**config.mk**
```make
export PLATFORM = sky130hd
export DESIGN_NAME = alu_seq
export DESIGN_NICKNAME = d
export VERILOG_FILES = /design/src/rtl/alu_pkg.sv /design/src/rtl/alu_div_seq.sv /design/src/rtl/alu_seq.sv
export SDC_FILE = /design/constraint.sdc
export NUM_CORES = 1
export LEC_CHECK = 0
export CORE_MARGIN = 2
export CORE_UTILIZATION = 41
export CTS_CLUSTER_DIAMETER = 30
export DETAILED_ROUTE_END_ITERATION = 10
export HOLD_SLACK_MARGIN = 0.06
export PLACE_DENSITY_LB_ADDON = 0.15
export SLEW_MARGIN = 5
export SYNTH_ARGS = -nofsm -noshare
export SYNTH_HDL_FRONTEND = slang
export SYNTH_SLANG_ARGS = --single-unit
```
**constraint.sdc**
```tcl
create_clock -name CLK -period 3.2 [get_ports CLK]
set_input_delay 0.32 -clock CLK [delete_from_list [all_inputs] [get_ports CLK]]
set_output_delay 0.32 -clock CLK [all_outputs]
set_load 0.05 [all_outputs]
```
**src/rtl/alu_pkg.sv**
```systemverilog
// Shared opcode map, compare codes and FSM state for the sequential ALU.
package alu_pkg;

    localparam logic [3:0] OP_ADD  = 4'b0000;
    localparam logic [3:0] OP_SUB  = 4'b0001;
    localparam logic [3:0] OP_MUL  = 4'b0010;
    localparam logic [3:0] OP_DIV  = 4'b0011;
    localparam logic [3:0] OP_AND  = 4'b0100;
    localparam logic [3:0] OP_OR   = 4'b0101;
    localparam logic [3:0] OP_NAND = 4'b0110;
    localparam logic [3:0] OP_NOR  = 4'b0111;
    localparam logic [3:0] OP_XOR  = 4'b1000;
    localparam logic [3:0] OP_XNOR = 4'b1001;
    localparam logic [3:0] OP_EQ   = 4'b1010;
    localparam logic [3:0] OP_GT   = 4'b1011;
    localparam logic [3:0] OP_LT   = 4'b1100;
    localparam logic [3:0] OP_SHR  = 4'b1101;
    localparam logic [3:0] OP_SHL  = 4'b1110;
    localparam logic [3:0] OP_MOD  = 4'b1111;

    localparam int CMP_EQ = 1;
    localparam int CMP_GT = 2;
    localparam int CMP_LT = 3;

    typedef enum logic {
        IDLE,
        DIV
    } state_t;

    typedef struct packed {
        logic arith;
        logic lgc;
        logic cmp;
        logic shift;
    } flags_t;

endpackage

```
**src/rtl/alu_div_seq.sv**
```systemverilog
// Iterative restoring divider, one quotient bit per clock, MSB first.
module alu_div_seq #(
    parameter int WIDTH = 16,
    localparam int CNT_W = $clog2(WIDTH + 1)
) (
    input  logic             clk,
    input  logic             rst_n,
    input  logic             start,
    input  logic [WIDTH-1:0] dividend,
    input  logic [WIDTH-1:0] divisor,
    output logic             busy,
    output logic             done,
    output logic [WIDTH-1:0] quotient,
    output logic [WIDTH-1:0] remainder
);

    logic [CNT_W-1:0] cnt;
    logic [WIDTH-1:0] q;
    logic [WIDTH-1:0] r;
    logic [WIDTH-1:0] d;
    logic [WIDTH:0]   shifted;
    logic [WIDTH:0]   diff;
    logic             fits;
    logic [WIDTH-1:0] q_next;
    logic [WIDTH-1:0] r_next;

    always_comb begin
        shifted = {r, q[WIDTH-1]};
        diff    = shifted - {1'b0, d};
        fits    = ~diff[WIDTH];
        q_next  = {q[WIDTH-2:0], fits};
        r_next  = fits ? diff[WIDTH-1:0] : shifted[WIDTH-1:0];
    end

    always_ff @(posedge clk or negedge rst_n) begin
        if (!rst_n) begin
            cnt <= '0;
            q   <= '0;
            r   <= '0;
            d   <= '0;
        end else if (start && !busy) begin
            cnt <= CNT_W'(WIDTH);
            q   <= dividend;
            r   <= '0;
            d   <= divisor;
        end else if (busy) begin
            cnt <= cnt - 1'b1;
            q   <= q_next;
            r   <= r_next;
        end
    end

    // done flags the final step; results are the values that step produces
    assign busy      = (cnt != '0);
    assign done      = (cnt == CNT_W'(1));
    assign quotient  = q_next;
    assign remainder = r_next;

endmodule

```
**src/rtl/alu_seq.sv**
```systemverilog
// Registered 16-opcode ALU with valid/ready input and multi-cycle divide/modulo.
module alu_seq
    import alu_pkg::*;
#(
    parameter int WIDTH = 16
) (
    input  logic             CLK,
    input  logic             RST,
    input  logic             In_Valid,
    output logic             In_Ready,
    input  logic [WIDTH-1:0] A,
    input  logic [WIDTH-1:0] B,
    input  logic [3:0]       ALU_FUN,
    output logic             Out_Valid,
    output logic [WIDTH-1:0] ALU_OUT,
    output logic             Arith_Flag,
    output logic             Logic_Flag,
    output logic             CMP_Flag,
    output logic             Shift_Flag,
    output logic             Div_By_Zero
);

    state_t           state;
    state_t           state_nxt;
    logic             accept;
    logic             start;
    logic             is_div;
    logic             op_mod;
    logic             div_busy;
    logic             div_done;
    logic [WIDTH-1:0] quo;
    logic [WIDTH-1:0] rem;
    logic [WIDTH-1:0] sc_res;
    flags_t           sc_flags;
    logic             sc_dbz;
    flags_t           flags_q;

    alu_div_seq #(.WIDTH(WIDTH)) u_div (
        .clk       (CLK),
        .rst_n     (RST),
        .start     (start),
        .dividend  (A),
        .divisor   (B),
        .busy      (div_busy),
        .done      (div_done),
        .quotient  (quo),
        .remainder (rem)
    );

    always_ff @(posedge CLK or negedge RST) begin
        if (!RST) state <= IDLE;
        else      state <= state_nxt;
    end

    always_comb begin
        state_nxt = state;
        unique case (state)
            IDLE: if (start) state_nxt = DIV;
            DIV:  if (div_done || !div_busy) state_nxt = IDLE;
        endcase
    end

    always_comb begin
        In_Ready = (state == IDLE);
        start    = In_Valid && (state == IDLE) && is_div;
    end

    assign accept = In_Valid && In_Ready;

    always_comb begin
        sc_res   = '0;
        sc_flags = '0;
        sc_dbz   = 1'b0;
        is_div   = 1'b0;
        unique case (ALU_FUN)
            OP_ADD:  begin sc_res = A + B;     sc_flags.arith = 1'b1; end
            OP_SUB:  begin sc_res = A - B;     sc_flags.arith = 1'b1; end
            OP_MUL:  begin sc_res = A * B;     sc_flags.arith = 1'b1; end
            OP_AND:  begin sc_res = A & B;     sc_flags.lgc = 1'b1; end
            OP_OR:   begin sc_res = A | B;     sc_flags.lgc = 1'b1; end
            OP_NAND: begin sc_res = ~(A & B);  sc_flags.lgc = 1'b1; end
            OP_NOR:  begin sc_res = ~(A | B);  sc_flags.lgc = 1'b1; end
            OP_XOR:  begin sc_res = A ^ B;     sc_flags.lgc = 1'b1; end
            OP_XNOR: begin sc_res = ~(A ^ B);  sc_flags.lgc = 1'b1; end
            OP_EQ: begin
                sc_res = (A == B) ? WIDTH'(CMP_EQ) : '0;
                sc_flags.cmp = 1'b1;
            end
            OP_GT: begin
                sc_res = (A > B) ? WIDTH'(CMP_GT) : '0;
                sc_flags.cmp = 1'b1;
            end
            OP_LT: begin
                sc_res = (A < B) ? WIDTH'(CMP_LT) : '0;
                sc_flags.cmp = 1'b1;
            end
            OP_SHR:  begin sc_res = A >> 1;    sc_flags.shift = 1'b1; end
            OP_SHL:  begin sc_res = A << 1;    sc_flags.shift = 1'b1; end
            // B==0 resolves in one cycle; otherwise hand off to the divider
            OP_DIV, OP_MOD: begin
                sc_flags.arith = 1'b1;
                if (B == '0) begin
                    sc_res = (ALU_FUN == OP_DIV) ? '1 : A;
                    sc_dbz = 1'b1;
                end else begin
                    is_div = 1'b1;
                end
            end
        endcase
    end

    always_ff @(posedge CLK or negedge RST) begin
        if (!RST) begin
            Out_Valid   <= 1'b0;
            ALU_OUT     <= '0;
            flags_q     <= '0;
            Div_By_Zero <= 1'b0;
            op_mod      <= 1'b0;
        end else begin
            Out_Valid <= 1'b0;
            if (accept) begin
                if (is_div) begin
                    op_mod <= (ALU_FUN == OP_MOD);
                end else begin
                    Out_Valid   <= 1'b1;
                    ALU_OUT     <= sc_res;
                    flags_q     <= sc_flags;
                    Div_By_Zero <= sc_dbz;
                end
            end else if (state == DIV && div_done) begin
                Out_Valid   <= 1'b1;
                ALU_OUT     <= op_mod ? rem : quo;
                flags_q     <= '{arith: 1'b1, default: 1'b0};
                Div_By_Zero <= 1'b0;
            end
        end
    end

    assign Arith_Flag = flags_q.arith;
    assign Logic_Flag = flags_q.lgc;
    assign CMP_Flag   = flags_q.cmp;
    assign Shift_Flag = flags_q.shift;

endmodule

```
== Word-level counts from Yosys, hierarchy flattened ==
Cells that the tools add are included.

* Add/sub/neg operators: 4
* Multipliers: 1
* Magnitude comparators: 2
* Equal/unequal tests: 18
* Muxes and demuxes: 37
* Bitwise operators: 8
* Reductions and logical operators: 18

{| class="wikitable"
|+ Operator list
! operator !! number
|-
| case mux 16 bit (15 select lines) || 1
|-
| 2-to-1 mux 16 bit || 11
|-
| inverter 16 bit || 3
|-
| equality test 4 bit, second input constant || 8
|-
| 2-to-1 mux 1 bit || 17
|-
| subtractor 17 x 16 -> 17 bit || 1
|-
| adder 16 bit || 1
|-
| bitwise AND 16 bit || 1
|-
| equality test 16 bit || 1
|-
| equality test 4 x 3 -> 1 bit, second input constant || 4
|-
| > comparator 16 bit || 1
|-
| zero test 16 bit || 1
|-
| < comparator 16 bit || 1
|-
| multiplier 16 x 16 -> 16 bit || 1
|-
| OR 16 bit || 1
|-
| subtractor 16 bit || 1
|-
| XOR 16 bit || 1
|-
| 2-to-1 mux 4 bit || 3
|-
| 2-to-1 mux 5 bit || 2
|-
| equality test 4 x 2 -> 1 bit, second input constant || 2
|-
| OR reduction 6 bit || 1
|-
| equality test 5 x 1 -> 1 bit, second input constant || 1
|-
| nonzero test 5 bit || 1
|-
| OR reduction 5 bit || 1
|-
| other kinds (14) || 22
|}

* Register bits after elaboration: 77
* Input bits: 39
* Output and inout port bits: 23

== Longest topological paths before layout ==
Gate-level depths: netlist of the first run.

* Word-level depth: 6
* Mapped depth: 24
* Gate-level depth less buffers: 23

== Modules after synthesis ==
A second synthesis of the first run with hierarchy kept.

* Cell total of the unflattened synthesis: 1489
* Area total of the unflattened synthesis: 12002.8 µm²

{| class="wikitable"
|+ Modules (own cells, without submodules)
! module !! times used !! cells each !! area each (µm²)
|-
| alu_seq || 1 || 1130 || 8511.9
|-
| alu_div_seq || 1 || 359 || 3490.8
|}

== Worst setup path before layout of the first run ==
Ideal clock, no wire load.

* Kind: input port to flip-flop
* Start point: in B[1]
* End point: reg ALU_OUT[13]
* Arrival: 5.348 ns
* Data required time: 3.076 ns
* Slack: -2.271 ns
* Cell stages on the path: 20
* Path buffers: 1
* Cells stage by stage: clkbuf_1 -> clkinv_1 -> nor2_1 -> fa_1 -> fa_1 -> ha_1 -> fa_1 -> fa_1 -> inv_1 -> fa_1 -> inv_1 -> ha_1 -> or2_2 -> nor3_1 -> a211oi_1 -> o21ai_0 -> o32ai_1 -> a221oi_1 -> a211oi_1 -> a211o_1

* Longest elaborated chain between the ends: 5

{| class="wikitable"
|+ RTL lines
! what !! line !! text
|-
| start: declaration || alu_seq.sv:12 || <nowiki>input logic [WIDTH-1:0] B,</nowiki>
|-
| branches (longest 5 deep; another with multiplier 16 x 16 -> 16 bit) || - ||
|-
| end signal: assignment || alu_seq.sv:126 || <nowiki>ALU_OUT <= sc_res;</nowiki>
|-
| end signal: assignment || alu_seq.sv:132 || <nowiki>ALU_OUT <= op_mod ? rem : quo;</nowiki>
|-
| end: declaration || alu_seq.sv:15 || <nowiki>output logic [WIDTH-1:0] ALU_OUT,</nowiki>
|}

Parallel ways; which one is timed is not known. The select of a mux whose other input is x is not followed.
A chain may end at the register's enable or synchronous reset.

== Final worst setup path of the first run ==
* Start point: in A[6]
* End point: reg ALU_OUT[14]

* Longest elaborated chain between the ends: 4

{| class="wikitable"
|+ RTL lines
! what !! line !! text
|-
| start: declaration || alu_seq.sv:11 || <nowiki>input logic [WIDTH-1:0] A,</nowiki>
|-
| multiplier 16 x 16 -> 16 bit (tied with other cells) || alu_seq.sv:78 || <nowiki>OP_MUL: begin sc_res = A * B; sc_flags.arith = 1'b1; end</nowiki>
|-
| case mux 16 bit (15 select lines) (*) || alu_seq.sv:75 || <nowiki>unique case (ALU_FUN)</nowiki>
|-
| 2-to-1 mux 16 bit (*) || alu_seq.sv:122 || <nowiki>if (is_div) begin</nowiki>
|-
| 2-to-1 mux 16 bit (*) || alu_seq.sv:121 || <nowiki>if (accept) begin</nowiki>
|}

Every way passes the cells marked *; elsewhere a longest branch is shown, timed or not. The select of a mux whose other input is x is not followed.

==> results.json, run 1 <==
{
  "status": "complete, but fails checks",
  "violations": "setup timing",
  "irDropWorstVdd_mv": 0.748,
  "dp_cells": 2061,
  "first_pass_iters": 5,
  "synth_area_um2": 11400,
  "yosys.area.top_type": "dfrtp_1",
  "drt_iter0_drc": 1073,
  "p_sw_mw": 7.19,
  "gp_congestion": 0.941,
  "met2_usage": 0.557,
  "avgSynthCellArea_um2": 7.85,
  "final_hold_viol_count": 0,
  "h-tree-depth": 3,
  "area_growth_pct": 43.1,
  "worstSetupPathType": "input port to flop",
  "power.static_leakage_nw": 7.41,
  "final_area_um2": 16300,
  "fmax_mhz": 197,
  "ys.warnings.count": 0,
  "initial_core_util": 0.420,
  "syn_nets": 1687,
  "yosys-top-cells-area": "dfrtp_1 (17%), fa_1 (15%), ha_1 (13%)",
  "drc_errors": 0,
  "busiest_layer": "met2",
  "root_buffer": "clkbuf_16",
  "endpoint_kind": "flop",
  "p_per_area_nw_per_um2": 931,
  "n_antenna_cell": 0,
  "grt_use_met3": 0.0400,
  "p_sw_frac": 0.474,
  "pwr-share-comb": 0.809,
  "worstPathArrival_ns": 5.29,
  "core_um2": 27100,
  "p_int_mw": 7.98,
  "clkSinkCount": 77,
  "setup_viol": 13,
  "place.port_buffers": 61,
  "fin_cells": 2135,
  "ys_seq_area_frac": 0.169,
  "p_seq_frac": 0.121,
  "io-pin-count": 62,
  "detail_route.wl_per_cell_um": 21.8,
  "vias": 12000,
  "synth_edf_count": 0,
  "p_clk_frac": 0.070,
  "die_w_um": 171,
  "synth_top_area_frac": 0.169,
  "cap_violations": 0,
  "async_flop_share": 1.00,
  "skew_ns": 0.0106,
  "grt_usage": 0.323,
  "insertion_delay_ns": 0.33,
  "tritoncts": "yes",
  "clk_pin_slew_ns": 0.07,
  "worstPathRequired_ns": 3.41,
  "postCtsHoldBufs": 0,
  "antenna_found_initial": 0,
  "grt_use_met1": 0.414,
  "rsz0062_at_grt": "true",
  "viasPerCell": 5.64,
  "row_count": 60,
  "post_dp_cell_area_um2": 14500,
  "grt_remaining_overflow": 0,
  "critPathLaunchType": "input port",
  "layout.nets": 1995,
  "holdCritPathClass": "input port to async pin",
  "grt_first_pass_wirelength_um": 70700,
  "dp_slack_ns": -2.83,
  "total_power_mw": 15.2,
  "hpwlAfterDp_um": 36500,
  "grt_pass1_vias": 12200,
  "synth_cells": 1450,
  "slew_headroom": 0.256,
  "routed_wl_um": 46500,
  "synth_cell_type_count": 80,
  "slew_viol_final": 0,
  "cts_buffers": 9,
  "die-area_um2": 29100,
  "crit_fanout": 3,
  "drive_above_1_share": 0.324,
  "die_height_um": 171,
  "setup_slack_ns": -1.87,
  "grt_max_degree": 78,
  "finalCritPeriodShare": 1.59,
  "ys_seq_elements": 77,
  "ys.flop_type": "dfrtp_1",
  "worst_pin_slew_ns": 1.11,
  "antenna_left": 0,
  "fin_crit_ns": 5.07,
  "clk_path_buf_depth": 2
}
## routing by layer
layer  routed length (um)  vias to the layer above
met5                    0                        -
met4                 1890                        0
met3                 3150                      127
met2                22500                      523
met1                19000                     5878
li1                     -                     5520
## cell type report
class	instances	area, um^2
clock buffers	9	225
clock inverters	7	82.6
flip-flops and latches	77	1930
multi-input cells	1104	9410
inverters	187	822
well taps	372	465
fillers	2400	10800
repair buffers	379	3350
## cell usage after synthesis, drive strengths merged (22+ instances only)
library cell	number
nand2	156
xor2	33
clkbuf	64
nand3	22
ha	115
dfrtp	77
a21oi	96
xnor2	61
fa	83
inv	177
o21ai	119
nor2	154
## cells by family after synthesis
| group | synth area share |
|---|---|
| XOR/XNOR | 0.0750 |
| multiplexers | 0.0164 |
| flip-flops | 0.169 |
| buffers and inverters | 0.0908 |
| AND/OR/NAND/NOR | 0.160 |
| adder cells (fa/ha/maj) | 0.273 |
| AO/OA/AOI/OAI | 0.216 |
## stage by stage
stage | utilization | TNS [ns] | hold slack [ns]
final | 0.601 | -17.46 | 0.123
after detailed placement | 0.536 | -31.43 | 0.471
after floorplan | - | -14.95 | 0.0244
after CTS | 0.585 | -17.47 | 0.180
after global routing | 0.601 | -19.29 | 0.210
after global placement | 0.536 | -30.76 | 0.464
## cell usage in the layout, fill, tap and decap left out, drive strengths merged, types with 15 or more instances in the layout
master	Yosys	layout
o21ai	119	119
nor3	20	20
a211oi	16	16
clkdlybuf4s50	0	32
inv	177	180
fa	83	83
ha	115	115
xnor2	61	61
nand2	156	156
a21oi	96	96
xor2	33	33
dfrtp	77	77
buf	18	339
nand3	22	22
nor2	154	154
o21a	15	15
## repair_timing
| item | in CTS | in global routing |
|---|---|---|
| resized for setup | 268 | 108 |
| cloned | 1 | 0 |
| hold endpoints to repair | 0 | 0 |
| pin swaps | 99 | 63 |
| endpoints found under the setup margin | 21 | 18 |
| buffers inserted | 45 | 24 |
## power by group through the flow
stage               clock, mW  sequential [mW]  combinational (mW)
floorplan                   0             2.13                6.57
global route             1.11             1.89                13.4
global placement            0             1.83                10.2
detailed placement          0             1.84                10.4
finish                   1.06             1.84                12.3
CTS                      1.07             1.83                11.6
## worst max-delay path, cell delays in order
cell       delay (ns)
buf_8            0.11
buf_8            0.12
ha_4             0.15
fa_2             0.57
inv_2            0.04
fa_1             0.47
inv_1            0.05
fa_1             0.51
fa_2             0.41
fa_1             0.53
inv_2            0.04
fa_1             0.49
inv_2            0.05
ha_4             0.27
nor2_4           0.03
mux2_4           0.27
a221oi_4         0.26
o2111ai_2        0.15
nor4b_2          0.28
buf_4            0.15
nor4_2           0.03
## registers in the layout (all words and copies together), names as in the netlist
name         flops
ALU_OUT         16
Arith_Flag       1
CMP_Flag         1
Div_By_Zero      1
Logic_Flag       1
Out_Valid        1
Shift_Flag       1
op_mod           1
state            1
u_div.cnt        5
u_div.d         16
u_div.q         16
u_div.r         16
## final timing paths
| path | startpoint | to | slack, ns | cells after the start |
|---|---|---|---|---|
| worst max-delay path | A[6] | ALU_OUT[14] | -1.87 | 21 |
| worst min-delay path | RST | u_div.cnt[3] | 0.12 | 1 |
| worst max register to register | u_div.q[15] | ALU_OUT[12] | -0.14 | 17 |
| worst min register to register | u_div.d[6] | u_div.d[6] | 0.48 | 2 |
| max in group asynchronous | RST | u_div.r[3] | 2.38 | 1 |
| min in group CLK | u_div.d[6] | u_div.d[6] | 0.48 | 2 |
Power figures use the tool's default switching activity.
==> inputs of run 2 (changes only) <==
- CAP_MARGIN: not set -> 20
==> run 2 against run 1 <==
Net effect: the flow still finishes with violations (setup timing); largest cell class unchanged; final cell count fell by 0.19%; critical path depth is the same; sequential share of layout area rose by 0.11 points; highest routed layer unchanged.
==> results.json, run 2 (synthesis gave the netlist of run 1 again) <==
{
  "crit_slowest_cell": "fa_1",
  "fmax_mhz": 194,
  "insertion_delay_ns": 0.34,
  "area_growth_pct": 41.8,
  "rrSetupSlack_ns": -0.19,
  "viasPerCell": 5.59,
  "die_w_um": 171,
  "worstSetupPathType": "input port to flop",
  "total_power_mw": 14.9,
  "grt_pass1_vias": 12100,
  "r2r-end": "ALU_OUT[2]",
  "die-area_um2": 29100,
  "cap_violations": 0,
  "grt_first_pass_wirelength_um": 70200,
  "grt_max_degree": 78,
  "drc_errors": 0,
  "finalCritPeriodShare": 1.61,
  "final_cell_mix": "buf_4 (262), nand2_1 (149), inv_1 (145)",
  "drt_iter0_drc": 960,
  "final_hold_viol_count": 0,
  "irDropWorstVdd_mv": 0.822,
  "slowest_delay_ns": 0.59,
  "worstPathArrival_ns": 5.37,
  "fin_crit_ns": 5.15,
  "status": "complete, but fails checks",
  "path_cells": "buf_6, buf_6, buf_6, nand2_4, fa_1, fa_1, inv_1, fa_1, fa_1, fa_1, inv_2, fa_1, inv_2, ha_4, nor2_2, mux2_4, a221oi_2, o2111ai_2, nor4b_2, buf_4, nor4_2",
  "whs_ns": 0.131,
  "drive_above_1_share": 0.316,
  "grt_remaining_overflow": 0,
  "violations": "setup timing",
  "core_um2": 27100,
  "slew_viol_final": 0,
  "holdCritPathClass": "input port to async pin",
  "detail_route.wl_per_cell_um": 21.6,
  "final_util": 0.595,
  "root_buffer": "clkbuf_16",
  "path_delay_family": "adder cells",
  "clk_pin_slew_ns": 0.07,
  "critPathLaunchType": "input port",
  "p_per_area_nw_per_um2": 923,
  "hpwlAfterDp_um": 36500,
  "crit_fanout": 2,
  "worst_pin_slew_ns": 0.995,
  "antenna_left": 0,
  "layout.nets": 1991,
  "skew_ns": 0.0114,
  "final_common_cell": "buf_4",
  "cts_buffers": 9,
  "worstPathRequired_ns": 3.41,
  "cp_num_buf_inv": 7,
  "h-tree-depth": 3,
  "power.static_leakage_nw": 7.38,
  "r2r-start": "u_div.q[15]",
  "grt_usage": 0.322,
  "antenna_found_initial": 0,
  "endpoint_kind": "flop",
  "vias": 11900,
  "crit_top_cell": "fa_1",
  "rsz0062_at_grt": "true",
  "clk_path_buf_depth": 2,
  "first_pass_iters": 5,
  "initial_core_util": 0.420,
  "place.port_buffers": 61,
  "postCtsHoldBufs": 0,
  "slew_headroom": 0.337,
  "row_count": 60,
  "gp_congestion": 0.941,
  "die_height_um": 171,
  "clkSinkCount": 77,
  "io-pin-count": 62,
  "setup_viol": 13,
  "worstRegToRegCells": 15,
  "n_antenna_cell": 0,
  "tritoncts": "yes",
  "routed_wl_um": 46100,
  "setup_slack_ns": -1.95
}
-- run 2: cell count changes in the layout (fill, tap and decap cells not counted), sizes merged --
cell / previous run / this run
clkbuf: 12 / 13
bufinv: 1 / 0
clkdlybuf4s50: 32 / 33
buf: 339 / 334
dlymetal6s2s: 1 / 2
clkinv: 11 / 10
dlygate4sd2: 3 / 1
inv: 180 / 182
-- run 2: layer usage --
layer  up-vias  track usage  wire length [um]
met4         0        0.151              2110
met2       514        0.540             21700
met3       122       0.0423              3170
met5         -            0                 0
met1      5776        0.412             19100
li1       5506            -                 -
-- run 2: metrics by stage --
| stage | instances | cell area [um^2] | TNS [ns] | setup slack [ns] |
|---|---|---|---|---|
| 6_report | 2131 | 16100 | -18.23 | -1.95 |
| 3_3_place_gp | 2061 | 14500 | -30.76 | -2.73 |
| 3_5_place_dp | 2062 | 14500 | -31.53 | -2.80 |
| 5_1_grt | 2131 | 16100 | -20.32 | -2.11 |
| 2_1_floorplan | 1450 | 11900 | -14.95 | -1.84 |
| 4_1_cts | 2122 | 15700 | -18.09 | -1.90 |
-- run 2: report_power, final --
group | internal (mW) | switching, mW | total, mW
sequential | 1.45 | 0.380 | 1.83
combinational | 5.83 | 6.24 | 12.1
clock | 0.535 | 0.445 | 0.980
total | 7.82 | 7.06 | 14.9
-- run 2: repair_timing --
item / in CTS / in global routing
pin swaps: 82 / 71
endpoints found under the setup margin: 21 / 20
cloned: 1 / 0
buffers inserted: 47 / 22
gates resized for setup: 215 / 111
-- run 2: how the worst max path moves through the flow --
stage / endpoint / startpoint / slack [ns] / cells after the start
floorplan: ALU_OUT[14] / B[3] / -1.84 / 19
global placement: ALU_OUT[14] / B[6] / -2.73 / 24
detailed placement: ALU_OUT[14] / A[6] / -2.80 / 24
CTS: ALU_OUT[14] / B[1] / -1.90 / 21
global route: ALU_OUT[14] / A[11] / -2.11 / 21
finish: ALU_OUT[14] / A[11] / -1.95 / 21
-- run 2: cell type report --
| cell class | count | area (um^2) |
|---|---|---|
| clock buffer | 9 | 225 |
| clock inverter | 7 | 55.1 |
| fill | 2406 | 11000 |
| inverter | 187 | 820 |
| multi-input combinational | 1104 | 9330 |
| sequential | 77 | 1930 |
| tap | 372 | 465 |
| timing repair buffer | 375 | 3310 |
-- run 2: worst reg2reg max path, delay by kind of cell, from the launching register on --
| kind | cells | cell delay [ns] |
|---|---|---|
| buffers and inverters | 4 | 0.41 |
| DFF | 1 | 0.40 |
| AOI/OAI and AO/OA | 5 | 1.16 |
| adders and majority gates | 2 | 0.55 |
| xor gates and xnor gates | 1 | 0.19 |
| muxes | 1 | 0.37 |
| and+or+nand+nor | 2 | 0.18 |
==> inputs of run 3 (changes only) <==
- clock period: 3.2 -> 5.4 ns (I/O delays scaled with it)
==> run 3 against run 2 <==
Net effect: the run now ends clean; first-iteration DRC count is 1.7% higher; clock power is 37% lower; via count is 5.5% lower; clock skew is 0.0012 ns higher; core utilization is 6.8 points lower; sequential share of layout area is 1.5 points higher; combinational power is 49% lower; sequential power is 40% lower; critical path type unchanged.
==> results.json, run 3 (synthesis gave the netlist of run 1 again) <==
{
  "row_count": 60,
  "h-tree-depth": 3,
  "whs_ns": 0.478,
  "clk_pin_slew_ns": 0.07,
  "grt_max_degree": 78,
  "final_util": 0.527,
  "detail_route.wl_per_cell_um": 21.3,
  "antenna_found_initial": 0,
  "hpwlAfterDp_um": 34000,
  "die-area_um2": 29100,
  "io-pin-count": 62,
  "routed_wl_um": 42600,
  "worstSetupPathType": "input port to flop",
  "insertion_delay_ns": 0.34,
  "slew_headroom": 0.343,
  "slew_viol_final": 0,
  "root_buffer": "clkbuf_16",
  "antenna_left": 0,
  "die_w_um": 171,
  "core_um2": 27100,
  "crit_fanout": 5,
  "fmax_mhz": 187,
  "status": "complete, no violations",
  "gp_congestion": 1.01,
  "area_growth_pct": 25.5,
  "die_height_um": 171,
  "first_pass_iters": 6,
  "tns_ns": 0,
  "viasPerCell": 5.64,
  "setup_viol": 0,
  "clkSinkCount": 77,
  "fin_crit_ns": 5.35,
  "endpoint_kind": "flop",
  "irDropWorstVdd_mv": 0.425,
  "initial_core_util": 0.420,
  "grt_pass1_vias": 11100,
  "grt_remaining_overflow": 0,
  "tritoncts": "yes",
  "p_per_area_nw_per_um2": 553,
  "skew_ns": 0.0126,
  "drt_iter0_drc": 976,
  "dp_cells": 1955,
  "rsz0062_at_grt": "true",
  "worstPathRequired_ns": 5.61,
  "cap_violations": 0,
  "post_dp_cell_area_um2": 13400,
  "vias": 11300,
  "fin_cells": 1997,
  "drc_errors": 0,
  "holdCritPathClass": "flop to flop",
  "n_antenna_cell": 0,
  "worstPathArrival_ns": 5.57,
  "final_cell_mix": "inv_1 (156), buf_4 (156), nand2_1 (150)",
  "worst_pin_slew_ns": 0.982,
  "final_area_um2": 14300,
  "finalCritPeriodShare": 0.992,
  "power.static_leakage_nw": 6.60,
  "critPathLaunchType": "input port",
  "grt_first_pass_wirelength_um": 65500,
  "cts_buffers": 9,
  "drive_above_1_share": 0.208,
  "place.port_buffers": 61,
  "clk_path_buf_depth": 2,
  "layout.nets": 1857,
  "grt_usage": 0.297,
  "final_hold_viol_count": 0,
  "total_power_mw": 7.89,
  "setup_slack_ns": 0.0451,
  "dp_slack_ns": -0.876,
  "num-fill-cells": 2676
}
## run 3: cell count changes in the layout (fill, tap and decap cells not counted), moves of 8 or more
| cell | previous run | this run |
|---|---|---|
| buf_4 | 262 | 156 |
| buf_6 | 45 | 22 |
| ha_1 | 83 | 103 |
| ha_4 | 25 | 9 |
| buf_12 | 16 | 4 |
| inv_1 | 145 | 156 |
| nor2_1 | 121 | 132 |
| a21oi_1 | 85 | 93 |
## run 3: worst max-delay path, cell delays in order
cell and delay [ns]:
buf_6 0.10, buf_12 0.13, buf_4 0.14, nand2_2 0.07
fa_1 0.45, fa_1 0.54, inv_2 0.05, fa_2 0.57
fa_2 0.45, fa_1 0.52, inv_2 0.04, fa_1 0.51
inv_2 0.05, ha_4 0.28, nor2_4 0.04, mux2_4 0.26
a221oi_2 0.26, o2111ai_2 0.14, nor4b_2 0.30, nor4_1 0.10
## run 3: final cells by class
class	instances	area, um^2	area share
clock buffers	9	225	0.0158
clock inverters	7	81.3	0.00570
inverters	187	747	0.0523
multi-input cells	1104	8800	0.616
flip-flops and latches	77	1930	0.135
well taps	372	465	0.0326
repair buffers	241	2030	0.142
## run 3: final timing paths
check                       startpoint            to  slack (ns)  depth (start not counted)
setup / recovery                  B[1]   ALU_OUT[14]        0.05                         20
hold / removal             u_div.d[10]   u_div.d[10]        0.48                          2
setup reg to reg           u_div.q[15]    ALU_OUT[2]        1.61                         14
hold reg to reg            u_div.d[10]   u_div.d[10]        0.48                          2
max in group asynchronous          RST    u_div.d[1]        4.22                          3
min in group asynchronous          RST  u_div.cnt[3]        0.60                          2
## run 3: what timing repair did
| action | in CTS | in global routing |
|---|---|---|
| buffers inserted | 13 | 12 |
| hold buffers | 0 | 1 |
| hold endpoints to repair | 0 | 8 |
| setup endpoints to repair | 9 | 8 |
| pin swaps | 42 | 46 |
| gates resized for setup | 99 | 119 |
## run 3: power by group
group | internal, mW | total, mW | leakage, nW | switching, mW
Combinational | 2.81 | 6.18 | 5.49 | 3.37
Sequential | 0.861 | 1.09 | 0.966 | 0.226
Clock | 0.364 | 0.620 | 0.141 | 0.256
Total | 4.03 | 7.89 | 6.60 | 3.86
## run 3: routing by layer
metal | track usage | up-vias | part of all wire
li1 | - | 5225 | -
met1 | 0.395 | 5485 | 0.42
met2 | 0.507 | 446 | 0.47
met3 | 0.0317 | 104 | 0.067
met4 | 0.0959 | 0 | 0.038
met5 | 0 | - | 0
